`config.mk`:
```
export PLATFORM = sky130hd
export DESIGN_NAME = seq_generator
export DESIGN_NICKNAME = d
export VERILOG_FILES = /design/src/rtl/seq_pkg.sv /design/src/rtl/bit_tick_gen.sv /design/src/rtl/seq_generator.sv
export SDC_FILE = /design/constraint.sdc
export NUM_CORES = 1
export LEC_CHECK = 0
export CAP_MARGIN = 15
export CORE_UTILIZATION = 52
export DETAILED_ROUTE_END_ITERATION = 16
export GPL_TIMING_DRIVEN = 1
export PLACE_DENSITY = 0.8
export SETUP_SLACK_MARGIN = 0.1
export SYNTH_ARGS = -nofsm -noshare
export SYNTH_HDL_FRONTEND = slang
export SYNTH_HIERARCHICAL = 1
export SYNTH_SLANG_ARGS = --single-unit
```
`constraint.sdc`:
```
create_clock -name clk -period 2.5 [get_ports clk]
set_input_delay 0.5 -clock clk [delete_from_list [all_inputs] [get_ports clk]]
set_output_delay 0.5 -clock clk [all_outputs]
set_load 0.02 [all_outputs]
```
`src/rtl/seq_pkg.sv`:
```
// Shared definitions for the sequence generator and its companion detector:
// FSM state encoding, default frame geometry and repetition helper.
package seq_pkg;

    typedef enum logic [1:0] {
        ST_IDLE  = 2'd0,
        ST_SHIFT = 2'd1,
        ST_DONE  = 2'd2
    } seq_state_t;

    localparam int DEF_PAT_W = 4;
    localparam int DEF_DIV   = 8;

    // A repeat count of zero still sends the pattern once.
    function automatic logic [3:0] eff_reps(input logic [3:0] repeat_cnt);
        return (repeat_cnt == 4'd0) ? 4'd1 : repeat_cnt;
    endfunction

endpackage

```
`src/rtl/bit_tick_gen.sv`:
```
// Bit-period divider: counts 0..DIV-1 and flags the last cycle of each
// serial bit period. Shared with the sequence detector.
module bit_tick_gen #(
    parameter int DIV = seq_pkg::DEF_DIV
) (
    input  logic clk,
    input  logic reset,
    input  logic clear,
    output logic tick
);
    localparam int CNT_W = (DIV > 1) ? $clog2(DIV) : 1;

    logic [CNT_W-1:0] cnt;

    assign tick = (cnt == CNT_W'(DIV - 1));

    // NOTE: state registers use non-blocking assignments so every flop
    // samples pre-edge values, independent of block evaluation order.
    always_ff @(posedge clk) begin
        if (reset || clear) begin
            cnt <= '0;
        end else if (tick) begin
            cnt <= '0;
        end else begin
            cnt <= cnt + 1'b1;
        end
    end

endmodule

```
`src/rtl/seq_generator.sv`:
```
// Serial pattern generator: on accept, shifts out a latched pattern MSB first,
// repeated back to back, one bit per DIV clocks, then pulses done.
module seq_generator
    import seq_pkg::*;
#(
    parameter int PAT_W = DEF_PAT_W,
    parameter int DIV   = DEF_DIV
) (
    input  logic             clk,
    input  logic             reset,
    input  logic             start,
    input  logic [PAT_W-1:0] pattern,
    input  logic [3:0]       repeat_cnt,
    output logic             ready,
    output logic             busy,
    output logic             seq_out,
    output logic             bit_strobe,
    output logic             done
);
    localparam int IDX_W = (PAT_W > 1) ? $clog2(PAT_W) : 1;

    seq_state_t       state;
    logic [PAT_W-1:0] pat_q;
    logic [PAT_W-1:0] shift_q;
    logic [IDX_W-1:0] bit_idx;
    logic [3:0]       reps_left;
    logic             accept;
    logic             tick;
    logic             last_bit;

    assign accept   = start & ready;
    assign last_bit = (bit_idx == IDX_W'(PAT_W - 1));

    // Divider restarts on accept so the first bit gets a full DIV cycles.
    bit_tick_gen #(.DIV(DIV)) u_tick (
        .clk   (clk),
        .reset (reset),
        .clear (accept),
        .tick  (tick)
    );

    always_ff @(posedge clk) begin
        if (reset) begin
            state      <= ST_IDLE;
            pat_q      <= '0;
            shift_q    <= '0;
            bit_idx    <= '0;
            reps_left  <= '0;
            ready      <= 1'b1;
            busy       <= 1'b0;
            seq_out    <= 1'b0;
            bit_strobe <= 1'b0;
            done       <= 1'b0;
        end else begin
            case (state)
                ST_IDLE: begin
                    seq_out    <= 1'b0;
                    bit_strobe <= 1'b0;
                    done       <= 1'b0;
                    if (accept) begin
                        state      <= ST_SHIFT;
                        pat_q      <= pattern;
                        shift_q    <= pattern;
                        bit_idx    <= '0;
                        reps_left  <= eff_reps(repeat_cnt);
                        ready      <= 1'b0;
                        busy       <= 1'b1;
                        seq_out    <= pattern[PAT_W-1];
                        bit_strobe <= 1'b1;
                    end
                end

                ST_SHIFT: begin
                    bit_strobe <= 1'b0;
                    if (tick) begin
                        if (!last_bit) begin
                            shift_q    <= shift_q << 1;
                            seq_out    <= shift_q[PAT_W-2];
                            bit_idx    <= bit_idx + 1'b1;
                            bit_strobe <= 1'b1;
                        end else if (reps_left > 4'd1) begin
                            // Next repetition starts immediately, no gap bit.
                            reps_left  <= reps_left - 4'd1;
                            shift_q    <= pat_q;
                            seq_out    <= pat_q[PAT_W-1];
                            bit_idx    <= '0;
                            bit_strobe <= 1'b1;
                        end else begin
                            state   <= ST_DONE;
                            seq_out <= 1'b0;
                            done    <= 1'b1;
                        end
                    end
                end

                ST_DONE: begin
                    state <= ST_IDLE;
                    done  <= 1'b0;
                    ready <= 1'b1;
                    busy  <= 1'b0;
                end

                default: begin
                    state <= ST_IDLE;
                    ready <= 1'b1;
                    busy  <= 1'b0;
                end
            endcase
        end
    end

endmodule

```
### Word level (Yosys, flattened, before mapping)

Index checks and enable logic that the tools add are counted.

* memories kept: 0
* flip-flop bits (word level): 23
* bits in writable memories: 0
* memory bits (read-only): 0
* input bits: 11
* bits in latches: 0
* word-level logic and storage cells: 80
* output and inout bits: 5

* shifts and indexed selects: 0
* $add $sub $neg: 3
* $lt $le $gt $ge: 1
* eq/ne operators: 10
* div/mod/pow operators: 0
* bitwise operators: 2
* multiplexer cells: 39
* reduce and logical (&&, ||, !) cells: 14
* multiply operators: 0

Operators by type and width (count)
* 2-to-1 mux 4 bit: 5
* 2-to-1 mux 2 bit: 8
* 2-to-1 mux 1 bit: 13
* 2-to-1 mux 3 bit: 4
* AND reduction 4 bit: 3
* one-hot mux 1 bit (2 select lines): 5
* != test 2 bit (second input constant): 4
* one-hot mux 2 bit (2 select lines): 2
* one-hot mux 4 bit (2 select lines): 1
* one-hot mux 3 bit (2 select lines): 1
* AND reduction 2 bit: 3
* AND reduction 5 bit: 1
* equality test 2 bit (second input constant): 2
* > comparator 4 x 1 -> 1 bit (second input constant): 1
* logical NOT 4 bit: 1
* nonzero test 2 bit: 2
* OR reduction 2 bit: 2
* subtractor 4 x 1 -> 4 bit (second input constant): 1
* adder 3 x 1 -> 3 bit (second input constant): 1
* equality test 3 bit (second input constant): 1
* != test 3 bit (second input constant): 1
* adder 2 x 1 -> 2 bit (second input constant): 1
* equality test 2 x 1 -> 1 bit (second input constant): 1
* logical NOT 2 bit: 1
* 4 further kinds: 4

### Logic depth before layout (Yosys ltp)

Gate-level depths: netlist of the first run.

* word-level depth: 5
* gate-level depth with buffers: 6
* gate-level depth less buffers: 6

### Hierarchy

Netlist of the first run, hierarchy kept.

By module, submodules not included
* seq_generator: cells each 125, instances 1, area an instance 1024.7 um^2, seq. area each 400.4 um^2
* bit_tick_gen: cells each 8, instances 1, area an instance 108.9 um^2, seq. area each 60.1 um^2

### Least setup slack after synthesis of the first run

No wires, ideal clock.

* kind: flip-flop to flip-flop
* from: reg reps_left[0]
* to: reg reps_left[0]
* library setup time: 75 ps
* period minus slack after synthesis: 1749 ps
* stages on the path, launching flop included: 7
* buffers on the path: 0
* arrival: 1674 ps
* setup slack: 751 ps
* cells stage by stage: dfxtp_1 > inv_1 > ha_1 > or2_4 > a211o_4 > a211o_1 > a31oi_1

* cells in the longest elaborated chain, start to end: 5
* elaborated cells between the ends (all ways): 8

RTL lines
* from (decl): RTL line seq_generator.sv:26 `logic [3:0] reps_left;`
* from (signal assigned): RTL line seq_generator.sv:65 `reps_left <= eff_reps(repeat_cnt);`
* from (signal assigned): RTL line seq_generator.sv:83 `reps_left <= reps_left - 4'd1;`
* subtractor 4 x 1 -> 4 bit: RTL line seq_generator.sv:83
* 2-to-1 mux 4 bit: RTL line seq_generator.sv:81 `end else if (reps_left > 4'd1) begin`
* 2-to-1 mux 4 bit: RTL line seq_generator.sv:76 `if (!last_bit) begin`
* 2-to-1 mux 4 bit: RTL line seq_generator.sv:75 `if (tick) begin`
* one-hot mux 4 bit (2 select lines): RTL line seq_generator.sv:55 `case (state)`

Parallel ways exist; a longest one is shown, timed or not. The select of a mux whose other input is x is not followed.
A chain may end at the register's enable or synchronous reset.

### Worst setup path in the final report of the first run

* from: reg reps_left[0]
* to: reg shift_q[0]

* cells in the longest elaborated chain, start to end: 3

RTL lines
* > comparator 4 x 1 -> 1 bit: RTL line seq_generator.sv:81
* != test 3 bit (no line)
* AND reduction 4 bit (no line)
* to (signal assigned): RTL line seq_generator.sv:63 `shift_q <= pattern;`
* to (signal assigned): RTL line seq_generator.sv:77 `shift_q <= shift_q << 1;`
* to (signal assigned): RTL line seq_generator.sv:84 `shift_q <= pat_q;`
* to (decl): RTL line seq_generator.sv:24 `logic [PAT_W-1:0] shift_q;`

No other way between the ends.

==> results of run 1 <==
==> worst max path at each step <==
stage | start | to | slack [ns] | cells past startpoint
finish | reps_left[0] | shift_q[0] | 0.58 | 6
global route | reps_left[0] | reps_left[0] | 0.51 | 6
CTS | reps_left[0] | shift_q[0] | 0.59 | 6
detailed placement | start | reps_left[1] | 0.37 | 5
global placement | start | reps_left[1] | 0.39 | 5
floorplan | reps_left[0] | reps_left[0] | 0.75 | 6
==> registers in the layout (all words and copies together), names as in the netlist, 2 cells and up <==
name        cells
reps_left       4
pat_q           4
u_tick/cnt      3
shift_q         3
bit_idx         2
state           2
==> cell families after synthesis <==
| logic type | Yosys count | synth area share, % |
|---|---|---|
| flip-flops | 23 | 40.6 |
| multiplexers | 2 | 1.77 |
| AO/OA/AOI/OAI | 35 | 21.7 |
| buffers and inverters | 13 | 5.41 |
| adder cells (fa/ha/maj) | 5 | 5.52 |
| AND/OR/NAND/NOR | 55 | 24.9 |
==> metrics by stage <==
| stage | instance area, µm² | hold WS (ns) | total power [mW] | util [%] |
|---|---|---|---|---|
| floorplan | 1130 | 0.399 | 0.515 | - |
| global route | 1330 | 0.452 | 0.766 | 66.3 |
| finish | 1330 | 0.430 | 0.729 | 66.3 |
| detailed placement | 1300 | 0.415 | 0.567 | 65.0 |
| global placement | 1300 | 0.407 | 0.560 | 65.0 |
| CTS | 1330 | 0.433 | 0.731 | 66.3 |
==> report_power, final <==
group	switching (mW)	total [mW]	internal [mW]
clock network	0.107	0.169	0.0622
registers	0.0189	0.410	0.391
logic	0.0797	0.150	0.0701
total	0.205	0.729	0.523
==> worst max-delay path, cell delays in order, from the launching register on <==
cell,delay [ns]
dfxtp_1,0.43
inv_1,0.07
ha_1,0.23
or2_4,0.29
a311o_1,0.45
a221oi_1,0.27
nor3_1,0.08
==> synth_stat cells <==
cell type	number	area [µm²]
buf_2	3	15.0
or3_1	1	6.26
a221o_1	2	20.0
mux2i_1	2	20.0
and3b_1	1	8.76
a311o_1	1	10.0
buf_6	1	11.3
o211ai_1	1	7.51
nor4_1	1	6.26
nor3_1	9	45.0
a311oi_2	1	15.0
nand2b_1	3	18.8
clkbuf_1	3	11.3
a311oi_1	1	8.76
nand3b_1	1	7.51
buf_1	1	3.75
nand2b_2	1	8.76
dfxtp_1	23	460
a21oi_1	15	75.1
nand2_1	17	63.8
ha_1	5	62.6
nor2b_1	2	12.5
nor2_1	7	26.3
a211o_1	3	26.3
a31oi_1	2	12.5
or2_4	1	8.76
nor4bb_1	1	10.0
and3_1	1	6.26
nand3_1	6	30.0
o21bai_1	1	7.51
nor4b_1	2	17.5
a211o_4	1	17.5
a221oi_1	1	8.76
clkbuf_2	1	5.00
inv_1	4	15.0
o21ai_0	4	20.0
o221ai_1	2	17.5
nand4_1	1	6.26
==> area by class of cell <==
type                    instances  area (µm²)
clock buffers                   4        26.3
fillers                       169         674
inverters                       4        15.0
multi-input cells              97         612
flip-flops and latches         23         460
well taps                      27        33.8
repair buffers                 19         180
==> cell usage in the layout (no fill, tap or decap), types with 2 or more instances in the layout <==
cell             count
dfxtp_1             23
a21oi_1             15
nor2_1               7
clkdlybuf4s50_1     15
inv_1                4
a221o_1              2
nor4b_1              2
nor2b_1              2
a31oi_1              2
a211o_1              3
buf_4                4
o21ai_0              4
nor3_1               9
nand3_1              6
o221ai_1             2
nand2_1             17
ha_1                 5
nand2b_1             3
clkbuf_4             3
mux2i_1              2
==> layer usage <==
metal	GRT usage (%)	share of wire [%]	wire [µm]	vias up
li1	-	-	-	513
met4	5.88	0.30	7	0
met3	2.83	3.2	75	2
met2	31.9	47	1110	21
met5	0	0	0	-
met1	30.6	50	1170	483
==> results.cfg, run 1 <==
[pwr]
peakVddDrop_v = 0.000339
leakage_nw = 0.482
p_per_area_mw_per_mm2 = 549

[critical_path]
arrival_ns = 2.12
crit_path_start_kind = flop
reg2regPathDepth = 6
crit_path_end_kind = flop
worst-endpoint-required_ns = 2.70
rr_startpoint = reps_left[0]
critPathKind = reg2reg
cp_max_fo = 6
r2r_slack_ns = 0.58
timing.rr.end = shift_q[0]

[synth]
ys_seq_area_share_pct = 40.6
syn-cell-area_mm2 = 0.00113
synth.avg_cell_area_um2 = 8.52
synth_seq_cells = 23
synth-warning-count = 6
ys_types = 38
syn_nets = 149
netlist_instances = 133

[hold_path]
hp-start = u_tick/cnt[0]
hold_end = u_tick/cnt[0]
hold_path_class = reg2reg
holdPathStages = 1

[detailed_routing]
wire_per_inst_um = 13.6
drt-vias-per-instance = 5.86
firstDrtPassIters = 4
first_iter_violations = 22
via_count = 1019
routed_wl_um = 2360
antenna_left = 0
drc = 0

[finish]
final_layout_size_suffix_gt1_share_pct = 7.48
area_growth_syn_to_layout_pct = 17.1
antenna-diode-count = 0
final_cells = 174
nNetsFinal = 164

[run_status]
status = completed

[placement]
dp_cells = 170
dp_hpwl_um = 1660
portBuffers = 15
gp_congestion = 0.828
dp_slack_ns = 0.372

[sta]
finalCriticalPeriod_ns = 1.92
worstMarginPinSlew_ns = 0.562
setup_tns_ns = 0
finalSetupViolCount = 0
max_freq_ghz = 0.520
relSlewSlack_pct = 62.5
hold_violations = 0
slew_violations = 0
finalClockSkew_ns = 0.00233
fin_ws_ns = 0.579
rsz0062_at_grt = false
fin_crit_sh_pct = 76.9

[cts]
cts-root-buf = clkbuf_4
cts_setup_buffers = 0
htree_levels = 1
cts_buffer_depth = 2
post_cts_resized = 0
hold_buffers = 0
cts_buffers = 3
clk_pin_slew_ns = 0.12
cts_sinks = 23
clk-insertion-delay-late_ns = 0.30
cts_tree = yes

[global_routing]
overflow = 0
track_usage_pct = 20.9
antenna_found_initial = 0
grt_pass1_vias = 894
grt_pass1_wl_um = 3970
grt_max_degree = 13

[job]
maxCapViolCount = 0

[floorplan]
dieArea_mm2 = 0.00237
io_pins = 16
start_util_pct = 56.6
chipWidth_um = 48.7
rows = 16
chipHeight_um = 48.7
core_mm2 = 0.00200
(Power assumes the default switching activity.)
==> inputs of run 2 (changes only) <==
--- a/config.mk
+++ b/config.mk
@@ -6,10 +6,10 @@
 export NUM_CORES = 1
 export LEC_CHECK = 0
 export CAP_MARGIN = 15
-export CORE_UTILIZATION = 52
+export CORE_UTILIZATION = 47
 export DETAILED_ROUTE_END_ITERATION = 16
 export GPL_TIMING_DRIVEN = 1
-export PLACE_DENSITY = 0.8
+export PLACE_DENSITY = 0.76
 export SETUP_SLACK_MARGIN = 0.1
 export SYNTH_ARGS = -nofsm -noshare
 export SYNTH_HDL_FRONTEND = slang
==> constraint.sdc (replaced) <==
create_clock -name clk -period 1.7 [get_ports clk]
set_input_delay 0.34 -clock clk [delete_from_list [all_inputs] [get_ports clk]]
set_output_delay 0.34 -clock clk [all_outputs]
set_load 0.02 [all_outputs]
==> run 2 against run 1 <==
The run now ends with setup timing left. Largest power group unchanged. Worst hold slack gained 0.0081 ns. Highest routed layer unchanged. Total power grew 58%. Critical path depth is the same. Clock power grew 51%. Setup slack lost 0.60 ns. Critical endpoint is now reps_left[1]. Flip-flop and latch count is the same. Sequential share of layout area shrank 4.1 points. Non-clock buffer count grew 17. Maximum frequency grew 12%. Largest cell class unchanged. Cell count grew 10%.
==> results.cfg, run 2 (synthesized netlist as in run 1, its figures left out) <==
[floorplan]
dieArea_mm2 = 0.00261
chipHeight_um = 51.1
rows = 17
io_pins = 16
chipWidth_um = 51.1
core_mm2 = 0.00223
start_util_pct = 50.8

[finish]
final_cell_mix = 21 x dfxtp_1, 19 x buf_4, 17 x nand2_1, 14 x a21oi_1, 10 x clkdlybuf4s50_1
area_growth_syn_to_layout_pct = 34.4
antenna-diode-count = 0
top_regs = pat_q x4, reps_left x4
seq_area_um2 = 465
final_cells = 192
fin_util_pct = 68.2
multi_input_area_um2 = 663
final_common_cell = dfxtp_1
final_layout_size_suffix_gt1_share_pct = 23.8
fill_cells = 185
nNetsFinal = 181

[hold_path]
hp-start = u_tick/cnt[0]
hold_path_class = reg2reg
holdPathStages = 1
hold_end = u_tick/cnt[0]

[global_routing]
grt_pass1_wl_um = 4370
overflow = 0
grt_max_degree = 26
antenna_found_initial = 0
track_usage_pct = 22.6
grt_pass1_vias = 1052

[sta]
fin_ws_ns = -0.0168
max_freq_ghz = 0.582
rsz0062_at_grt = true
fin_crit_sh_pct = 101
finalSetupViolCount = 1
setup_tns_ns = -0.0168
slew_violations = 0
finalCriticalPeriod_ns = 1.72
worstMarginPinSlew_ns = 0.394
hold_violations = 0
relSlewSlack_pct = 73.7
finalClockSkew_ns = 0.00121

[placement]
dp_cells = 181
dp_slack_ns = -0.220
dp_hpwl_um = 1760
gp_congestion = 0.790
portBuffers = 15

[run_status]
status = finished with violations
violations = setup timing

[cts]
clk_pin_slew_ns = 0.12
cts_buffers = 3
clk-insertion-delay-late_ns = 0.31
cts_buffer_depth = 2
cts_tree = yes
cts_sinks = 23
cts-root-buf = clkbuf_4
htree_levels = 1

[detailed_routing]
wire_per_inst_um = 15.1
met3_wirelength_um = 178
firstDrtPassIters = 4
first_iter_violations = 29
via_count = 1122
wirelength_met1_um = 1170
maxUsedRoutingLayer = met4
routed-wl-met2_um = 1490
drt-vias-per-instance = 5.84
routed_wl_um = 2900
drc = 0
antenna_left = 0

[job]
maxCapViolCount = 0

[critical_path]
arrival_ns = 1.98
r2r_slack_ns = -0.02
cp_max_fo = 8
crit_path_start_kind = flop
reg2regPathDepth = 6
cp_slowest_cell = dfxtp_2
crit_path_end_kind = flop
critPathKind = reg2reg
cpPeakStageDelay_ns = 0.37
path_cells = inv_2 -> ha_4 -> or2_4 -> a211o_4 -> a221o_1 -> a21oi_2
worst-endpoint-required_ns = 1.96
timing.rr.end = reps_left[1]
rr_startpoint = reps_left[1]

[pwr]
p_total_mw = 1.15
peakVddDrop_v = 0.000518
p_per_area_mw_per_mm2 = 758
leakage_nw = 0.593
[run 2: worst max path at each step]
| stage | from | end | slack [ns] | cells past startpoint |
|---|---|---|---|---|
| finish | reps_left[1] | reps_left[1] | -0.02 | 6 |
| global route | reps_left[0] | reps_left[0] | -0.09 | 6 |
| CTS | reps_left[0] | reps_left[1] | 0.0002 | 6 |
| detailed placement | start | reps_left[0] | -0.22 | 5 |
| global placement | start | reps_left[0] | -0.20 | 5 |
| floorplan | reps_left[0] | reps_left[1] | 0.07 | 6 |
[run 2: routing by layer]
metal,GRT usage [%],vias up
met5,0,-
met4,12.0,0
met3,4.76,7
met1,25.7,525
met2,39.0,43
li1,-,547
[run 2: worst max-delay path: cells and delay by family, from the launching register on]
| kind | cells | cell delay (ns) |
|---|---|---|
| compound gates | 3 | 0.81 |
| fa+ha+maj | 1 | 0.15 |
| buf+inv | 1 | 0.07 |
| flops | 1 | 0.37 |
| simple gates | 1 | 0.27 |
[run 2: report_power, final]
| part | internal [mW] | switching (mW) |
|---|---|---|
| sequential | 0.576 | 0.0291 |
| combinational | 0.148 | 0.146 |
| clock | 0.0881 | 0.167 |
[run 2: final cells by class]
class,instances,area share [%]
Timing Repair Buffer,36,20.9
Clock buffer,3,1.48
Clock inverter,1,0.328
Tap cell,28,2.30
Sequential cell,23,30.5
Multi-Input combinational cell,97,43.5
Inverter,4,0.985
[run 2: stage by stage]
step	area [µm²]	hold slack (ns)
floorplan	1140	0.399
global placement	1400	0.408
detailed placement	1400	0.414
CTS	1450	0.434
global route	1520	0.457
finish	1520	0.439
[run 2: repair_timing]
action,4_1_cts,5_1_grt
setup endpoints to repair,11,10
endpoints found under the hold margin,0,0
hold buffers,0,0
setup buffers,3,4
pin swaps,7,10
gates resized for setup,8,9
